### config.mk
export PLATFORM = sky130hd
export DESIGN_NAME = reset_sequencer
export DESIGN_NICKNAME = d
export VERILOG_FILES = /design/src/rtl/reset_sequencer.sv
export SDC_FILE = /design/constraint.sdc
export NUM_CORES = 1
export LEC_CHECK = 0
export ABC_AREA = 1
export CAP_MARGIN = 40
export CELL_PAD_IN_SITES_DETAIL_PLACEMENT = 0
export CELL_PAD_IN_SITES_GLOBAL_PLACEMENT = 2
export CORE_MARGIN = 1.5
export CORE_UTILIZATION = 34
export CTS_BUF_LIST = sky130_fd_sc_hd__clkbuf_4 sky130_fd_sc_hd__clkbuf_8 sky130_fd_sc_hd__clkbuf_16
export CTS_CLUSTER_SIZE = 10
export DETAILED_ROUTE_END_ITERATION = 6
export PLACE_DENSITY = 0.87
export SLEW_MARGIN = 0
export SYNTH_ARGS = -nofsm -noshare
export SYNTH_HDL_FRONTEND = slang
export SYNTH_SLANG_ARGS = --single-unit
### constraint.sdc
create_clock -name clock -period 2.2 [get_ports clock]
set_input_delay 0.44 -clock clock [delete_from_list [all_inputs] [get_ports clock]]
set_output_delay 0.44 -clock clock [all_outputs]
set_load 0.005 [all_outputs]
### src/rtl/reset_sequencer.sv
`default_nettype none
// +--------------------------------------------------------------------------+
// | Module  : reset_sequencer                                                |
// | Brief   : Staged reset release after PLL lock, with 4-phase soft reset.  |
// | Rev     : 1.0  initial release                                           |
// +--------------------------------------------------------------------------+
module reset_sequencer #(
   parameter int NSTAGE    = 4,
   parameter int LOCK_DLY  = 16,
   parameter int STAGE_DLY = 4,
   parameter int SOFT_LEN  = 8,
   parameter int CW        = 8
) (
   input  logic              clock,
   input  logic              locked,
   input  logic              hold,
   input  logic              soft_req,
   output logic              soft_ack,
   output logic [NSTAGE-1:0] rst_out,
   output logic              ready,
   output logic [1:0]        state
);

   localparam int IW = (NSTAGE > 1) ? $clog2(NSTAGE) : 1;

   localparam logic [1:0] ST_STABLE  = 2'd0;
   localparam logic [1:0] ST_RELEASE = 2'd1;
   localparam logic [1:0] ST_RUN     = 2'd2;
   localparam logic [1:0] ST_SOFT    = 2'd3;

   localparam logic [CW-1:0] LOCK_LIM  = CW'(LOCK_DLY - 1);
   localparam logic [CW-1:0] STAGE_LIM = CW'(STAGE_DLY - 1);
   localparam logic [CW-1:0] SOFT_LIM  = CW'(SOFT_LEN - 1);
   localparam logic [IW-1:0] IDX_LAST  = IW'(NSTAGE - 1);

   logic [1:0]        state_q, state_d;
   logic [CW-1:0]     cnt_q, cnt_d;
   logic [IW-1:0]     idx_q, idx_d;
   logic              soft_seq_q, soft_seq_d;
   logic [NSTAGE-1:0] rst_q, rst_d;
   logic              ready_q, ready_d;
   logic              ack_q, ack_d;

   logic              w_stage_done;
   logic              w_last_stage;
   logic              w_soft_start;

   assign w_stage_done = (state_q == ST_RELEASE) && !hold && (cnt_q == STAGE_LIM);
   assign w_last_stage = w_stage_done && (idx_q == IDX_LAST);
   // An outstanding acknowledge blocks a new request until soft_req has dropped.
   assign w_soft_start = (state_q == ST_RUN) && soft_req && !ack_q;

   always_ff @(posedge clock or negedge locked) begin
      if (!locked) begin
         state_q    <= ST_STABLE;
         cnt_q      <= '0;
         idx_q      <= '0;
         soft_seq_q <= 1'b0;
         rst_q      <= '1;
         ready_q    <= 1'b0;
         ack_q      <= 1'b0;
      end else begin
         state_q    <= state_d;
         cnt_q      <= cnt_d;
         idx_q      <= idx_d;
         soft_seq_q <= soft_seq_d;
         rst_q      <= rst_d;
         ready_q    <= ready_d;
         ack_q      <= ack_d;
      end
   end

   always_comb begin
      state_d    = state_q;
      cnt_d      = cnt_q;
      idx_d      = idx_q;
      soft_seq_d = soft_seq_q;
      case (state_q)
         ST_STABLE: begin
            if (!hold) begin
               if (cnt_q == LOCK_LIM) begin
                  state_d = ST_RELEASE;
                  cnt_d   = '0;
                  idx_d   = '0;
               end else begin
                  cnt_d = cnt_q + CW'(1);
               end
            end
         end
         ST_RELEASE: begin
            if (!hold) begin
               if (cnt_q == STAGE_LIM) begin
                  cnt_d = '0;
                  if (idx_q == IDX_LAST) begin
                     state_d    = ST_RUN;
                     idx_d      = '0;
                     soft_seq_d = 1'b0;
                  end else begin
                     idx_d = idx_q + IW'(1);
                  end
               end else begin
                  cnt_d = cnt_q + CW'(1);
               end
            end
         end
         ST_RUN: begin
            if (w_soft_start) begin
               state_d    = ST_SOFT;
               cnt_d      = '0;
               idx_d      = '0;
               soft_seq_d = 1'b1;
            end
         end
         ST_SOFT: begin
            if (!hold) begin
               if (cnt_q == SOFT_LIM) begin
                  state_d = ST_RELEASE;
                  cnt_d   = '0;
                  idx_d   = '0;
               end else begin
                  cnt_d = cnt_q + CW'(1);
               end
            end
         end
         default: begin
            state_d = ST_STABLE;
            cnt_d   = '0;
            idx_d   = '0;
         end
      endcase
   end

   always_comb begin
      rst_d = rst_q;
      ack_d = ack_q;
      if (ack_q && !soft_req) begin
         ack_d = 1'b0;
      end
      if (state_q == ST_STABLE || state_q == ST_SOFT) begin
         rst_d = '1;
      end
      if (w_stage_done) begin
         rst_d[idx_q] = 1'b0;
      end
      if (w_last_stage && soft_seq_q) begin
         ack_d = 1'b1;
      end
      if (w_soft_start) begin
         rst_d = '1;
      end
      ready_d = (state_d == ST_RUN);
   end

   assign rst_out  = rst_q;
   assign ready    = ready_q;
   assign soft_ack = ack_q;
   assign state    = state_q;

endmodule
`default_nettype wire

# Yosys cells after proc, flatten, opt, wreduce, memory -nomap -nowiden
# Cells that the tools add are included.
# Widths: inputs -> output; s select.
[op_classes] n_addsub=2 order_cmp=2 eq_ne=16 mux=38 bitwise=2 reduce_logical=18
[ops] op="$mux 8" n=7
[ops] op="$mux 2" n=16
[ops] op="$pmux 8 s4" n=1
[ops] op="$pmux 2 s4" n=2
[ops] op="$mux 4" n=3
[ops] op="$ne 2x2->1 const B" n=6
[ops] op="$add 8x1->8 const B" n=1
[ops] op="$eq 2x2->1 const B" n=4
[ops] op="$eq 8x2->1 const B" n=1
[ops] op="$eq 8x3->1 const B" n=1
[ops] op="$eq 8x4->1 const B" n=1
[ops] op="$logic_and 1x1->1" n=8
[ops] op="$mux 1" n=7
[ops] op="$reduce_and 7->1" n=1
[ops] op="$reduce_and 5->1" n=1
[ops] op="$and 4x4->4" n=1
[ops] op="$ne 2x1->1 const B" n=2
[ops] op="$not 4->4" n=1
[ops] op="$reduce_and 4->1" n=1
[ops] op="$reduce_bool 2->1" n=2
[ops] op="$logic_not 1->1" n=3
[ops] op="$lt 2x3->1 const B" n=1
[ops] op="$add 2x1->2 const B" n=1
[ops] op="$demux 1 s2" n=1
[ops] op="5 further kinds" n=5
[word_totals] regBits=19 in_bits=4 elab_cells=85

# Logic depth before layout (Yosys ltp)
[depth] word_depth=8 mapped_depth=11 ltp_nobuf=10

# Worst setup path before layout
# OpenSTA, ideal clock, no wires.
[synth_timing] path_type="reg2reg" startpoint="register state_q[0] (netlist: state[0])" endpoint="register idx_q[0]" t_arrival_ns=1.523 required_time_ns=2.083 path_slack_ns=0.560 stages_incl_launch_ff=11 n_path_buf=1 cell_sequence="dfrtp_1 > inv_1 > ha_1 > nand3b_4 > nand2_1 > nand2_2 > buf_6 > clkinv_4 > nand4_4 > nand2_1 > o21ai_2"
[synth_via] elab_chain_cells=5
[synth_lines] element="from (decl)" line="36" source="logic [1:0] state_q, state_d;"
[synth_lines] element="from (signal assigned)" line="63" source="state_q <= state_d;"
[synth_lines] element="$eq 2x2->1" line="51, 78"
[synth_lines] element="$logic_and 1x1->1 (2 in series)" line="51" source="assign w_soft_start = (state_q == ST_RUN) && soft_req && !ack_q;"
[synth_lines] element="$ne 2x2->1 (no line)"
[synth_lines] element="$reduce_and 7->1 (no line)"
[synth_lines] element="to (signal assigned)" line="65" source="idx_q <= idx_d;"
[synth_lines] element="to (decl)" line="38" source="logic [IW-1:0] idx_q, idx_d;"
# Several ways; a longest one is shown, not always the timed one.
# A chain may end at the register's enable or synchronous reset.

# Worst setup path after layout
[layout_timing] startpoint="register state_q[0] (netlist: state[0])" endpoint="register cnt_q[0]"
[layout_via] elab_chain_cells=5
[layout_lines] element="$eq 2x2->1" line="51, 78"
[layout_lines] element="$logic_and 1x1->1 (2 in series)" line="51"
[layout_lines] element="$ne 2x2->1 (no line)"
[layout_lines] element="$reduce_and 4->1 (no line)"
[layout_lines] element="to (signal assigned)" line="64" source="cnt_q <= cnt_d;"
[layout_lines] element="to (decl)" line="37" source="logic [CW-1:0] cnt_q, cnt_d;"
# Several ways; a longest one is shown, not always the timed one.

==> results.tsv <==
stage	metric	value	unit
drt	Pre-antenna DRT Iters	4	
drt	number of DRC markers in iteration 0	40	
placement	placed insts	232	
cells_and_area	Post-Layout Cell Count	236	
drt	Vias	1148	
clock_tree	post-CTS resize count	0	
sta	Final Slew Violations	0	
cells_and_area	share of cells above drive strength 1	18.6	%
cells_and_area	Layout fillers	387	
synth	area of the mapped netlist	1370	µm²
floorplanning	IO Pins	12	
drt	Residual DRC	0	
power_and_ir_drop	leak pwr	0.763	nW
setup_path	startpoint types	flop	
drt	Vias/cell	4.86	
placement	HPWL after detailed placement	2320	µm
clock_tree	TritonCTS Buffers	3	
clock_tree	Clock Pin Slew Worst Setup and Hold Paths	70	ps
sta	worst slew pin tran	287	ps
sta	setup TNS	0	ps
placement	GP Congestion	0.774	
clock_tree	clock tree root buffer cell	clkbuf_8	
synth	Post-Syn Area per Cell	7.90	µm²
global_routing	global-route wire length before repair	5360	µm
clock_tree	Worst-Skew Late Latency	260	ps
setup_path	reg2reg setup slack	340	ps
cells_and_area	area delta synth->final	15.8	%
clock_tree	Post-CTS Setup Inserts	0	
synth	Post-Syn Instances	173	
sta	Slew headroom	80.8	%
floorplanning	total die area	4410	µm²
clock_tree	CTS max path bufs	2	
clock_tree	# hold bufs at CTS	0	
synth	syn_nets	188	
global_routing	largest net degree at the start of global routing	20	
min_path	hold path endpoint	soft_seq_q	
floorplanning	Vert. Die Dim	66.4	µm
drt	Post-Route WL	2860	µm
sta	Max Clock Skew	1.16	ps
floorplanning	Core ar.	3770	µm²
min_path	Hold Path Origin	soft_seq_q	
cells_and_area	diode count	0	
clock_tree	H-tree depth	1	
placement	PortBufs	11	
global_routing	initial antenna violation count	0	
drt	WL/cell	12.1	µm
min_path	WHS Path Cells	2	
cells_and_area	post-route cell area	1580	µm²
sta	final hold vios	0	
synth	register area share after synthesis	35.2	%
run	Max Cap Viol	0	
placement	placed cell area	1540	µm²
setup_path	RR Startpoint	state[0]	
sta	fin crit share	84.8	%
global_routing	Global Route Usage Sum	15.7	%
sta	FMAX	0.536	GHz
min_path	Hold Path Class	flop to flop	
setup_path	worst-path fanout max	11	
clock_tree	TritonCTS clock tree	yes	
cells_and_area	nets@finish	204	
synth	number of synthesis warnings	0	
setup_path	Reg2Reg Capture Point	cnt_q[0]	
drt	post-route ant nets	0	
setup_path	CP endpoint kind	flop	
setup_path	r2r worst-path depth	8	
sta	fin crit period	1860	ps
synth	flops & latches, synth	19	
floorplanning	row count	22	
status	status	complete, no violations	
sta	final setup vio count	0	
floorplanning	Initial Util	36.2	%
sta	RSZ-0062 raised after global routing	no	
global_routing	Congestion Overflow GR	0	
setup_path	required time worst endpoint	2390	ps
power_and_ir_drop	Power Density	1140	nW/µm²
synth	synth unique cells	31	
global_routing	vias in the first global route	1197	
setup_path	data arrival time of the worst path	2050	ps
clock_tree	CTS sink cnt	19	
setup_path	crit path kind	flop to flop	
power_and_ir_drop	peak supply drop	0.000425	V
floorplanning	die width	66.4	µm
[metal layers]
layer | wire length [µm] | track usage, %
met1 | 1330 | 19.7
met2 | 1360 | 27.6
met3 | 121 | 2.39
met4 | 42 | 4.59
met5 | 0 | 0
[through the flow]
step | utilization, % | hold slack (ps) | power [mW] | setup WS (ps)
final | 41.9 | 478 | 1.80 | 335
after global routing | 41.9 | 533 | 2.00 | 97.8
after CTS | 41.9 | 482 | 1.82 | 314
after detailed placement | 40.7 | 465 | 1.56 | 272
after global placement | 40.7 | 464 | 1.56 | 309
after floorplan | - | 144 | 1.33 | 560
[registers in the layout, summed over array words and instances, names as in the netlist]
name,flops
cnt_q,8
rst_out,4
idx_q,2
state,2
ready,1
soft_ack,1
soft_seq_q,1
[cell usage in the layout (no fill, tap or decap), drive strengths merged, types with 2 or more instances in the layout]
cell and n:
nand3b 2, clkinv 2, clkdlybuf4s50 11, dfrtp 15
inv 28, nand3 14, dfstp 4, nand2 47
o21ai 16, a21oi 6, clkbuf 3, nor2 16
ha 11, o22ai 3, buf 2, nand4 4
[logic make-up (layout without fill, tap and decap cells)]
family,Yosys count,after routing,share of synthesized area (%)
simple gates,84,84,31.0
flops,19,19,35.2
compound gates,27,27,13.6
xor+xnor,1,1,0.641
buf+inv,31,46,9.52
fa+ha+maj,11,11,10.1
[how the worst max path moves through the flow]
stage | start | endpoint | slack [ps] | depth (start not counted)
2_1_floorplan | state[0] | idx_q[0] | 560 | 10
3_3_place_gp | soft_req | cnt_q[0] | 310 | 7
3_5_place_dp | soft_req | cnt_q[0] | 270 | 7
4_1_cts | state[0] | cnt_q[0] | 310 | 8
5_1_grt | state[0] | cnt_q[7] | 100 | 8
6_report | state[0] | cnt_q[0] | 340 | 8
[cell usage after synthesis]
library cell,instances,area share (%)
dfrtp_1,15,27
o21ai_4,1,1.2
a21oi_1,3,1.1
a21oi_2,3,1.9
inv_2,4,1.1
nand2_4,1,0.82
o21ai_2,4,2.6
nor3_2,1,0.73
nand3_1,11,4.0
buf_2,1,0.37
dfstp_2,4,7.7
a21boi_2,1,0.82
buf_6,1,0.82
nand4_4,1,1.6
nand3b_4,1,1.5
nand3_2,2,1.5
o211ai_1,1,0.55
ha_1,11,10
o22ai_1,3,1.4
nand2_1,44,12
nand3b_1,1,0.55
xor2_1,1,0.64
nand4_1,3,1.4
nand2_2,2,0.92
o21ai_0,6,2.2
clkinv_4,1,0.64
nor2_2,2,0.92
nor2_1,14,3.8
o21ai_1,5,1.8
inv_1,24,6.6
nand3_4,1,1.3
[area by class of cell]
cell class                 count  area (µm²)  share of cell area (%)
multi-input combinational    123         756                    47.8
sequential                    19         480                    30.4
timing repair buffer          13         125                    7.91
inverter                      29         114                    7.20
tap                           48        60.1                    3.80
clock buffer                   3        41.3                    2.61
clock inverter                 1        5.00                   0.316
[critical path, cell delays in order (launching register included)]
cell and delay (ps):
dfrtp_1 420, inv_1 200, ha_1 300, nand3b_4 130
nand2_1 110, nand2_2 190, a21oi_2 240, nand2_1 100
o21ai_1 110
[report_power, final]
group	internal [mW]	leakage [nW]	switching, mW
logic	0.385	0.496	0.654
clock network	0.126	0.0255	0.119
registers	0.432	0.241	0.0784
total	0.943	0.763	0.852
Power figures use the tool's default switching activity.
